===== config.mk =====
export PLATFORM = sky130hd
export DESIGN_NAME = spi_bus_arbiter_flat
export DESIGN_NICKNAME = d
export VERILOG_FILES = /design/src/rtl/spi_bus_arbiter_if.sv /design/src/rtl/spi_bus_arbiter.sv /design/src/flat_wrapper.sv
export SDC_FILE = /design/constraint.sdc
export NUM_CORES = 1
export LEC_CHECK = 0
export ABC_AREA = 1
export BUFFER_PORTS_ARGS = -buffer_cell sky130_fd_sc_hd__clkbuf_2
export CAP_MARGIN = 10
export CORE_AREA = 2 2 61 63
export CTS_CLUSTER_SIZE = 16
export DETAILED_ROUTE_END_ITERATION = 12
export DIE_AREA = 0 0 63 65
export PLACE_DENSITY = 0.81
export SKIP_CTS_REPAIR_TIMING = 1
export SYNTH_ARGS = -nofsm -noshare
export SYNTH_HDL_FRONTEND = slang
export SYNTH_SLANG_ARGS = --single-unit

===== constraint.sdc =====
create_clock -name clk -period 3.1 [get_ports clk]
set_input_delay 0.775 -clock clk [delete_from_list [all_inputs] [get_ports clk]]
set_output_delay 0.775 -clock clk [all_outputs]
set_load 0.02 [all_outputs]

===== src/rtl/spi_bus_arbiter_if.sv =====
// Engine-side and pin-side signals of the SPI bus arbiter.
// The arbiter uses the slave modport. Engines, or a bench that stands in for them, use the master modport.
interface spi_bus_arbiter_if #(
  parameter int NREQ = 2
);
  localparam int OW = (NREQ > 1) ? $clog2(NREQ) : 1;

  logic [NREQ-1:0] req;
  logic [NREQ-1:0] done;
  logic [NREQ-1:0] spc_in;
  logic [NREQ-1:0] cs_in;
  logic [NREQ-1:0] sdi_in;
  logic            tmo_clr;
  logic [NREQ-1:0] gnt;
  logic            SPC;
  logic            CS;
  logic            SDI;
  logic            busy;
  logic [OW-1:0]   owner;
  logic [NREQ-1:0] timeout_err;

  modport master (
    output req, done, spc_in, cs_in, sdi_in, tmo_clr,
    input  gnt, SPC, CS, SDI, busy, owner, timeout_err
  );

  modport slave (
    input  req, done, spc_in, cs_in, sdi_in, tmo_clr,
    output gnt, SPC, CS, SDI, busy, owner, timeout_err
  );
endinterface


===== src/rtl/spi_bus_arbiter.sv =====
// Round-robin arbiter that grants one shared 4-wire SPI bus to one engine for a whole transaction.
// A CS-high gap follows every release, and a watchdog takes the bus back from an engine that hangs.
module spi_bus_arbiter #(
  parameter int NREQ       = 2,
  parameter int GAP_CYCLES = 16,
  parameter int TIMEOUT    = 100000
) (
  input  logic             clk,
  input  logic             reset_n,
  spi_bus_arbiter_if.slave bus
);
  localparam int OW = (NREQ > 1) ? $clog2(NREQ) : 1;
  localparam int WW = $clog2(TIMEOUT + 1);
  localparam int GW = (GAP_CYCLES > 1) ? $clog2(GAP_CYCLES + 1) : 1;

  typedef enum logic [1:0] {IDLE, GRANT, GAP} state_t;

  state_t          state_q;
  logic [NREQ-1:0] gnt_q;
  logic [OW-1:0]   owner_q;
  logic [OW-1:0]   rr_q;
  logic [WW-1:0]   wdog_q;
  logic [GW-1:0]   gap_q;
  logic [NREQ-1:0] tmo_q;
  logic [1:0]      rsync_q;
  logic            rst_n_int;

  logic            done_own, req_own, wdog_hit, release_d;
  logic [NREQ-1:0] tmo_set_d, tmo_d;
  logic [OW-1:0]   pick_d, rr_next_d;

  function automatic logic [OW-1:0] rr_pick(input logic [NREQ-1:0] r, input logic [OW-1:0] ptr);
    logic [OW-1:0] sel;
    logic          found;
    int            idx;
    sel   = '0;
    found = 1'b0;
    for (int i = 0; i < NREQ; i++) begin
      idx = (int'(ptr) + i) % NREQ;
      if (!found && r[idx]) begin
        sel   = OW'(idx);
        found = 1'b1;
      end
    end
    return sel;
  endfunction

  // Reset asserts asynchronously, so the pins go idle at once, but it releases only on a clock edge.
  always_ff @(posedge clk or negedge reset_n) begin
    if (!reset_n) rsync_q <= 2'b00;
    else          rsync_q <= {rsync_q[0], 1'b1};
  end
  assign rst_n_int = rsync_q[1];

  always_comb begin
    done_own  = bus.done[owner_q];
    req_own   = bus.req[owner_q];
    wdog_hit  = (wdog_q == WW'(TIMEOUT - 1));
    release_d = done_own || !req_own || wdog_hit;
    tmo_set_d = '0;
    // A done or an abort in the expiry cycle is an ordinary release, not a timeout.
    if (state_q == GRANT && wdog_hit && !done_own && req_own) tmo_set_d[owner_q] = 1'b1;
    tmo_d     = (tmo_q & ~{NREQ{bus.tmo_clr}}) | tmo_set_d;
    pick_d    = rr_pick(bus.req, rr_q);
    rr_next_d = (int'(owner_q) == NREQ - 1) ? '0 : owner_q + OW'(1);
  end

  always_ff @(posedge clk or negedge rst_n_int) begin
    if (!rst_n_int) begin
      state_q <= IDLE;
      gnt_q   <= '0;
      owner_q <= '0;
      rr_q    <= '0;
      wdog_q  <= '0;
      gap_q   <= '0;
      tmo_q   <= '0;
    end else begin
      tmo_q <= tmo_d;
      case (state_q)
        IDLE: begin
          if (|bus.req) begin
            state_q         <= GRANT;
            owner_q         <= pick_d;
            gnt_q           <= '0;
            gnt_q[pick_d]   <= 1'b1;
            wdog_q          <= '0;
          end
        end
        GRANT: begin
          if (release_d) begin
            state_q <= GAP;
            gnt_q   <= '0;
            gap_q   <= '0;
          end else if (wdog_q != WW'(TIMEOUT)) begin
            wdog_q <= wdog_q + WW'(1);
          end
        end
        GAP: begin
          if (gap_q == GW'(GAP_CYCLES - 1)) begin
            state_q <= IDLE;
            rr_q    <= rr_next_d;
          end else begin
            gap_q <= gap_q + GW'(1);
          end
        end
        default: state_q <= IDLE;
      endcase
    end
  end

  // The pins follow the owner combinationally, but only while the bus is granted.
  assign bus.SPC         = (state_q == GRANT) ? bus.spc_in[owner_q] : 1'b1;
  assign bus.CS          = (state_q == GRANT) ? bus.cs_in[owner_q]  : 1'b1;
  assign bus.SDI         = (state_q == GRANT) ? bus.sdi_in[owner_q] : 1'b0;
  assign bus.gnt         = gnt_q;
  assign bus.busy        = (state_q != IDLE);
  assign bus.owner       = owner_q;
  assign bus.timeout_err = tmo_q;
endmodule


===== src/flat_wrapper.sv =====
// flat-port wrapper written by rule: the top's interface ports become plain ports
module spi_bus_arbiter_flat 
#(
  parameter int NREQ       = 2,
  parameter int GAP_CYCLES = 16,
  parameter int TIMEOUT    = 100000
)
  (clk, reset_n, bus_req, bus_done, bus_spc_in, bus_cs_in, bus_sdi_in, bus_tmo_clr, bus_gnt, bus_SPC, bus_CS, bus_SDI, bus_busy, bus_owner, bus_timeout_err);
  spi_bus_arbiter_if #(.NREQ(NREQ)) bus_i ();
  input  logic clk;
  input  logic reset_n;
  input wire logic [$bits(bus_i.req)-1:0] bus_req;
  input wire logic [$bits(bus_i.done)-1:0] bus_done;
  input wire logic [$bits(bus_i.spc_in)-1:0] bus_spc_in;
  input wire logic [$bits(bus_i.cs_in)-1:0] bus_cs_in;
  input wire logic [$bits(bus_i.sdi_in)-1:0] bus_sdi_in;
  input wire logic [$bits(bus_i.tmo_clr)-1:0] bus_tmo_clr;
  output wire logic [$bits(bus_i.gnt)-1:0] bus_gnt;
  output wire logic [$bits(bus_i.SPC)-1:0] bus_SPC;
  output wire logic [$bits(bus_i.CS)-1:0] bus_CS;
  output wire logic [$bits(bus_i.SDI)-1:0] bus_SDI;
  output wire logic [$bits(bus_i.busy)-1:0] bus_busy;
  output wire logic [$bits(bus_i.owner)-1:0] bus_owner;
  output wire logic [$bits(bus_i.timeout_err)-1:0] bus_timeout_err;
  assign bus_i.req = bus_req;
  assign bus_i.done = bus_done;
  assign bus_i.spc_in = bus_spc_in;
  assign bus_i.cs_in = bus_cs_in;
  assign bus_i.sdi_in = bus_sdi_in;
  assign bus_i.tmo_clr = bus_tmo_clr;
  assign bus_gnt = bus_i.gnt;
  assign bus_SPC = bus_i.SPC;
  assign bus_CS = bus_i.CS;
  assign bus_SDI = bus_i.SDI;
  assign bus_busy = bus_i.busy;
  assign bus_owner = bus_i.owner;
  assign bus_timeout_err = bus_i.timeout_err;
  spi_bus_arbiter #(.NREQ(NREQ), .GAP_CYCLES(GAP_CYCLES), .TIMEOUT(TIMEOUT)) u_core (.clk(clk), .reset_n(reset_n), .bus(bus_i));
endmodule

# --- Word-level counts from Yosys, hierarchy flattened ---
# Cells that the tools add are included.
word_totals:
  ff_bits: 32
  inputBits: 13
  output_inout_bits: 9
  word_cells: 96
classes:
  addsub: 4
  order_cmp: 6
  n_eq_ne: 11
  n_mux: 41
  n_bitwise: 4
  n_reduce_logical: 22
ops:
  columns: ["operator", "count"]
  rows:
  - ["$mux 17", 3]
  - ["$pmux 17 s2", 1]
  - ["$mux 1", 24]
  - ["$add 17x1->17 const B", 1]
  - ["$eq 17x17->1 const B", 1]
  - ["$ne 17x17->1 const B", 1]
  - ["$mux 2", 6]
  - ["$mux 5", 2]
  - ["$pmux 5 s2", 1]
  - ["$reduce_and 3->1", 3]
  - ["$logic_and 1x1->1", 6]
  - ["$lt 1x2->1 const B", 3]
  - ["$ne 2x1->1 const B", 3]
  - ["$ne 2x2->1 const B", 3]
  - ["$pmux 2 s3", 1]
  - ["$reduce_bool 2->1", 3]
  - ["$add 5x1->5 const B", 1]
  - ["$eq 5x4->1 const B", 1]
  - ["$pmux 2 s2", 1]
  - ["$reduce_and 2->1", 2]
  - ["$reduce_and 4->1", 1]
  - ["$logic_not 1->1", 3]
  - ["$lt 2x3->1 const B", 1]
  - ["$add 1x1->1 const B", 2]
  - ["11 further kinds", 14]

# --- Longest topological paths before layout ---
depth:
  word_depth: 13
  mapped_depth: 12
  mapped_depth_nobuf: 11

# --- Least setup slack after synthesis ---
# OpenSTA, ideal clock, no wires.
synth_timing:
  path_type: "flip-flop to output port"
  start: "register u_core.state_q[1]"
  end: "output port bus_SDI"
  arrival_time_ns: 1.281
  t_required_ns: 2.325
  slack_ns: 1.044
  stages_incl_launch_ff: 6
  path_buffers: 2
  cell_sequence: "dfrtp_1 inv_1 nand2_1 clkbuf_1 clkbuf_1 a21oi_1"
synth_via:
  elab_chain_cells: 2
synth_rtl:
  columns: ["item", "line_no", "text"]
  rows:
  - ["from (decl)", "spi_bus_arbiter.sv:18", "state_t state_q;"]
  - ["from (signal assigned)", "spi_bus_arbiter.sv:70", "state_q <= IDLE;"]
  - ["from (signal assigned)", "spi_bus_arbiter.sv:82", "state_q <= GRANT;"]
  - ["from (signal assigned)", "spi_bus_arbiter.sv:91", "state_q <= GAP;"]
  - ["$eq 2x1->1", "spi_bus_arbiter.sv:114", "assign bus.SDI = (state_q == GRANT) ? bus.sdi_in[owner_q] : 1'b0;"]
  - ["$mux 1", "spi_bus_arbiter.sv:114", null]
  - ["to (decl)", "flat_wrapper.sv:21", "output wire logic [$bits(bus_i.SDI)-1:0] bus_SDI;"]
# Every way passes these cells.

# --- Final worst setup path ---
layout_timing:
  start: "register u_core.state_q[1]"
  end: "output port bus_SPC"
layout_via:
  elab_chain_cells: 2
layout_rtl:
  columns: ["item", "line_no", "text"]
  rows:
  - ["$eq 2x1->1", "spi_bus_arbiter.sv:112", "assign bus.SPC = (state_q == GRANT) ? bus.spc_in[owner_q] : 1'b1;"]
  - ["$mux 1", "spi_bus_arbiter.sv:112", null]
  - ["to (decl)", "flat_wrapper.sv:19", "output wire logic [$bits(bus_i.SPC)-1:0] bus_SPC;"]
# Every way passes these cells.

==> results.md <==
* Count of H-tree levels built during CTS at 2
* Headroom to the max-slew limit at 0.371
* Crit path arrival time at 1.78 ns
* Crit path max fanout at 21
* Actual transition at the worst max-transition pin at 0.943 ns
* Mapped Area at 2060 um^2
* Final Critical Period at 2.55 ns
* Die Width at 63 um
* Post-synth net total at 325
* Number of max-capacitance violations reported at 0
* Final core utilization at 0.646
* IO Count at 22
* Worst Hold Class: input pin to async pin
* GRT Overall Usage at 0.241
* Iteration-0 DRC Markers at 163
* Leftover overflow at the end of global routing at 0
* Number of antenna-violating nets in the routed design at 0
* Power per standard cell area at 599 nW/um^2
* Cells after DPL at 370
* Vias in the first global route at 1754
* CTS Buffer Depth at 2
* Maximum clock skew at final layout at 0.00673 ns
* Req. time, crit path at 2.32 ns
* Area grow syn2layout at 9.53%
* Worst-Skew Late Latency at 0.33 ns
* Detail-routed net length per standard cell at 11.6 um
* Maximum number of pins on one net before global-route repair at 24
* Outcome: finished, final reports clean
* Number of failing hold endpoints at the final stage at 0
* Placement-stage cell area at 2180 um^2
* Fraction of layout instances using a drive strength above 1 at 0.127
* Average via count per standard cell at 5.17
* First-pass GRT wire length at 7720 um
* Critical Path, Cell by Cell: inv_1, nand2_1, inv_1, nand3_1, clkbuf_2
* Final setup violation count at 0
* Mean cell area of the mapped netlist at 6.69 um^2
* Slowest cell on crit path: sky130_fd_sc_hd__nand2_1
* Buffer type at the clock tree root: sky130_fd_sc_hd__clkbuf_4
* Number of design rule violations left after detail routing at 0
* Port-buffer cells at 21
* Period utilization at 0.824
* DPL Wire Length at 3170 um
* Post-detailed-routing wire length at 4390 um
* Initial core utilization at 0.590
* Initial antenna violation count at 0
* Clock transition at the register clock pins on the worst setup and hold paths after CTS at 0.10 ns
* F_max at 392 MHz
* Y dimension of the die at 65 um
* Number of clock sinks seen by CTS at 32
* Sequential area share after synthesis at 0.388
* P_leak at 1.07 nW
* Maximum ir drop on the vdd rail at 413 uV
* Standard-cell rows at 22
* Number of detailed-route iterations in the first pass at 4
* Total of flip-flops plus latches after synthesis at 32
* Cell occurring most often along the worst timing path: sky130_fd_sc_hd__inv_1
* Delay-heaviest family, CP: simple AND/OR/NAND/NOR gates
* Synth unique cells at 27
* Global placement routability congestion at 0.922
* Total number of vias at 1955
* Antenna diode instance count at 0
* Number of pins exceeding their max-slew limit in the final report at 0
* Total Nets Final at 346
* Worst path buffer plus inverter count at 3
* Largest stage delay on the critical path at 0.53 ns
* Summed area of non-filler cells in the final layout at 2260 um^2
* CTS tree: built
* Total number of yosys warnings at 0
* DIE AREA at 4100 um^2
* CP startpoint kind: flop
* Crit. End Element: primary output
* Cells after synthesis at 308
* Clock buffer count from CTS at 5
* Core region area at 3500 um^2
* Class of the most critical setup path: flop to primary output
* Setup repair after global routing missed its margin: false
* Number of non-filler instances in the completed layout at 378
* Fin Setup TNS at 0 ns
synth_stat cells:
| cell type | number | area share |
|---|---|---|
| sky130_fd_sc_hd__o21ai_0 | 9 | 0.022 |
| sky130_fd_sc_hd__nor3_1 | 4 | 0.0097 |
| sky130_fd_sc_hd__nor2_2 | 2 | 0.0061 |
| sky130_fd_sc_hd__nand2_4 | 1 | 0.0055 |
| sky130_fd_sc_hd__nand2_1 | 105 | 0.19 |
| sky130_fd_sc_hd__nand3_1 | 38 | 0.092 |
| sky130_fd_sc_hd__inv_1 | 29 | 0.053 |
| sky130_fd_sc_hd__nand2_2 | 2 | 0.0061 |
| sky130_fd_sc_hd__buf_6 | 1 | 0.0055 |
| sky130_fd_sc_hd__nor2_4 | 1 | 0.0055 |
| sky130_fd_sc_hd__xor2_1 | 3 | 0.013 |
| sky130_fd_sc_hd__nor3b_1 | 3 | 0.011 |
| sky130_fd_sc_hd__dfrtp_1 | 32 | 0.39 |
| sky130_fd_sc_hd__nand3_2 | 2 | 0.0097 |
| sky130_fd_sc_hd__nor2_1 | 48 | 0.087 |
| sky130_fd_sc_hd__a31oi_1 | 1 | 0.0030 |
| sky130_fd_sc_hd__ha_1 | 4 | 0.024 |
| sky130_fd_sc_hd__clkbuf_1 | 3 | 0.0055 |
| sky130_fd_sc_hd__nand4_1 | 5 | 0.015 |
| sky130_fd_sc_hd__buf_8 | 1 | 0.0073 |
| sky130_fd_sc_hd__o21ai_1 | 2 | 0.0049 |
| sky130_fd_sc_hd__a21oi_1 | 3 | 0.0073 |
| sky130_fd_sc_hd__or2_2 | 1 | 0.0030 |
| sky130_fd_sc_hd__conb_1 | 1 | 0.0018 |
| sky130_fd_sc_hd__buf_2 | 3 | 0.0073 |
| sky130_fd_sc_hd__inv_2 | 3 | 0.0055 |
| sky130_fd_sc_hd__nand2_8 | 1 | 0.0097 |
cell families (layout without fill, tap and decap cells):
family                   count (synthesis)  count (layout)  synth area share
buffers and inverters                   40              62            0.0837
AND/OR/NAND/NOR                        213             213             0.452
AO/OA/AOI/OAI                           15              15            0.0370
XOR/XNOR                                 3               3            0.0127
other                                    1               1           0.00182
adder cells (fa/ha/maj)                  4               4            0.0243
flip-flops                              32              32             0.388
routing by layer:
metal | global-route usage | routed length (um) | vias up
li1 | - | - | 1014
met4 | 0.0889 | 99 | 0
met5 | 0 | 0 | -
met3 | 0.0469 | 198 | 11
met2 | 0.399 | 2010 | 45
met1 | 0.313 | 2080 | 885
layout make-up:
class                           count  area, um^2
Sequential cell                    32         801
Timing Repair Buffer               22         113
Inverter                           32         120
Clock buffer                        6        41.3
Fill cell                         342        1240
Clock inverter                      2        35.0
Multi-Input combinational cell    236        1090
Tap cell                           48        60.1
worst reg2reg max path: cells and delay by family (launching register included):
kind,cells,cell delay [ns]
and+or+nand+nor,6,1.66
buffers and inverters,1,0.08
DFF,1,0.40
through the flow:
step	hold WS [ns]	power [mW]	worst slack, ns
finish	0.204	1.35	0.546
global route	0.192	1.46	0.350
CTS	0.189	1.37	0.520
detailed placement	0.344	1.05	0.905
global placement	0.339	1.03	0.969
floorplan	0.331	0.955	1.04
report_power, final:
| group | total, mW | leakage, nW | switching (mW) | internal, mW |
|---|---|---|---|---|
| clock | 0.313 | 0.0422 | 0.144 | 0.169 |
| combinational | 0.481 | 0.596 | 0.344 | 0.137 |
| sequential | 0.558 | 0.432 | 0.0714 | 0.486 |
| total | 1.35 | 1.07 | 0.560 | 0.792 |
registers in the layout, summed over array words and instances (netlist names):
signal,count
u_core.wdog_q,17
u_core.gap_q,5
u_core.bus.gnt,2
u_core.bus.timeout_err,2
u_core.rsync_q,2
u_core.state_q,2
u_core.bus.owner,1
u_core.rr_q,1
placed cells by master, fill, tap and decap left out:
cell / netlist / final
sky130_fd_sc_hd__a21oi_1: 3 / 3
sky130_fd_sc_hd__a31oi_1: 1 / 1
sky130_fd_sc_hd__buf_4: 0 / 1
sky130_fd_sc_hd__bufinv_16: 0 / 1
sky130_fd_sc_hd__clkbuf_1: 3 / 1
sky130_fd_sc_hd__clkbuf_2: 0 / 21
sky130_fd_sc_hd__clkbuf_4: 0 / 5
sky130_fd_sc_hd__clkinv_2: 0 / 1
sky130_fd_sc_hd__conb_1: 1 / 1
sky130_fd_sc_hd__dfrtp_1: 32 / 32
sky130_fd_sc_hd__ha_1: 4 / 4
sky130_fd_sc_hd__inv_1: 29 / 29
sky130_fd_sc_hd__inv_2: 3 / 3
sky130_fd_sc_hd__nand2_1: 105 / 105
sky130_fd_sc_hd__nand2_2: 2 / 2
sky130_fd_sc_hd__nand2_4: 1 / 1
sky130_fd_sc_hd__nand2_8: 1 / 1
sky130_fd_sc_hd__nand3_1: 38 / 38
sky130_fd_sc_hd__nand3_2: 2 / 2
sky130_fd_sc_hd__nand4_1: 5 / 5
sky130_fd_sc_hd__nor2_1: 48 / 48
sky130_fd_sc_hd__nor2_2: 2 / 2
sky130_fd_sc_hd__nor2_4: 1 / 1
sky130_fd_sc_hd__nor3_1: 4 / 4
sky130_fd_sc_hd__nor3b_1: 3 / 3
sky130_fd_sc_hd__o21ai_0: 9 / 9
sky130_fd_sc_hd__o21ai_1: 2 / 2
sky130_fd_sc_hd__or2_2: 1 / 1
sky130_fd_sc_hd__xor2_1: 3 / 3
worst paths after layout:
kind	startpoint	cells after the start	slack, ns	endpoint
setup / recovery	u_core.state_q[1]$_DFFE_PN0P_	5	0.55	bus_SPC
hold / removal	reset_n	1	0.20	u_core.rsync_q[0]$_DFF_PN0_
setup reg to reg	u_core.state_q[1]$_DFFE_PN0P_	7	0.90	u_core.wdog_q[7]$_DFFE_PN0P_
hold reg to reg	u_core.rsync_q[0]$_DFF_PN0_	0	0.37	u_core.rsync_q[1]$_DFF_PN0_
max in group asynchronous	u_core.rsync_q[1]$_DFF_PN0_	1	2.04	u_core.wdog_q[16]$_DFFE_PN0P_
min in group clk	u_core.rsync_q[0]$_DFF_PN0_	0	0.37	u_core.rsync_q[1]$_DFF_PN0_
(Power assumes the default switching activity.)
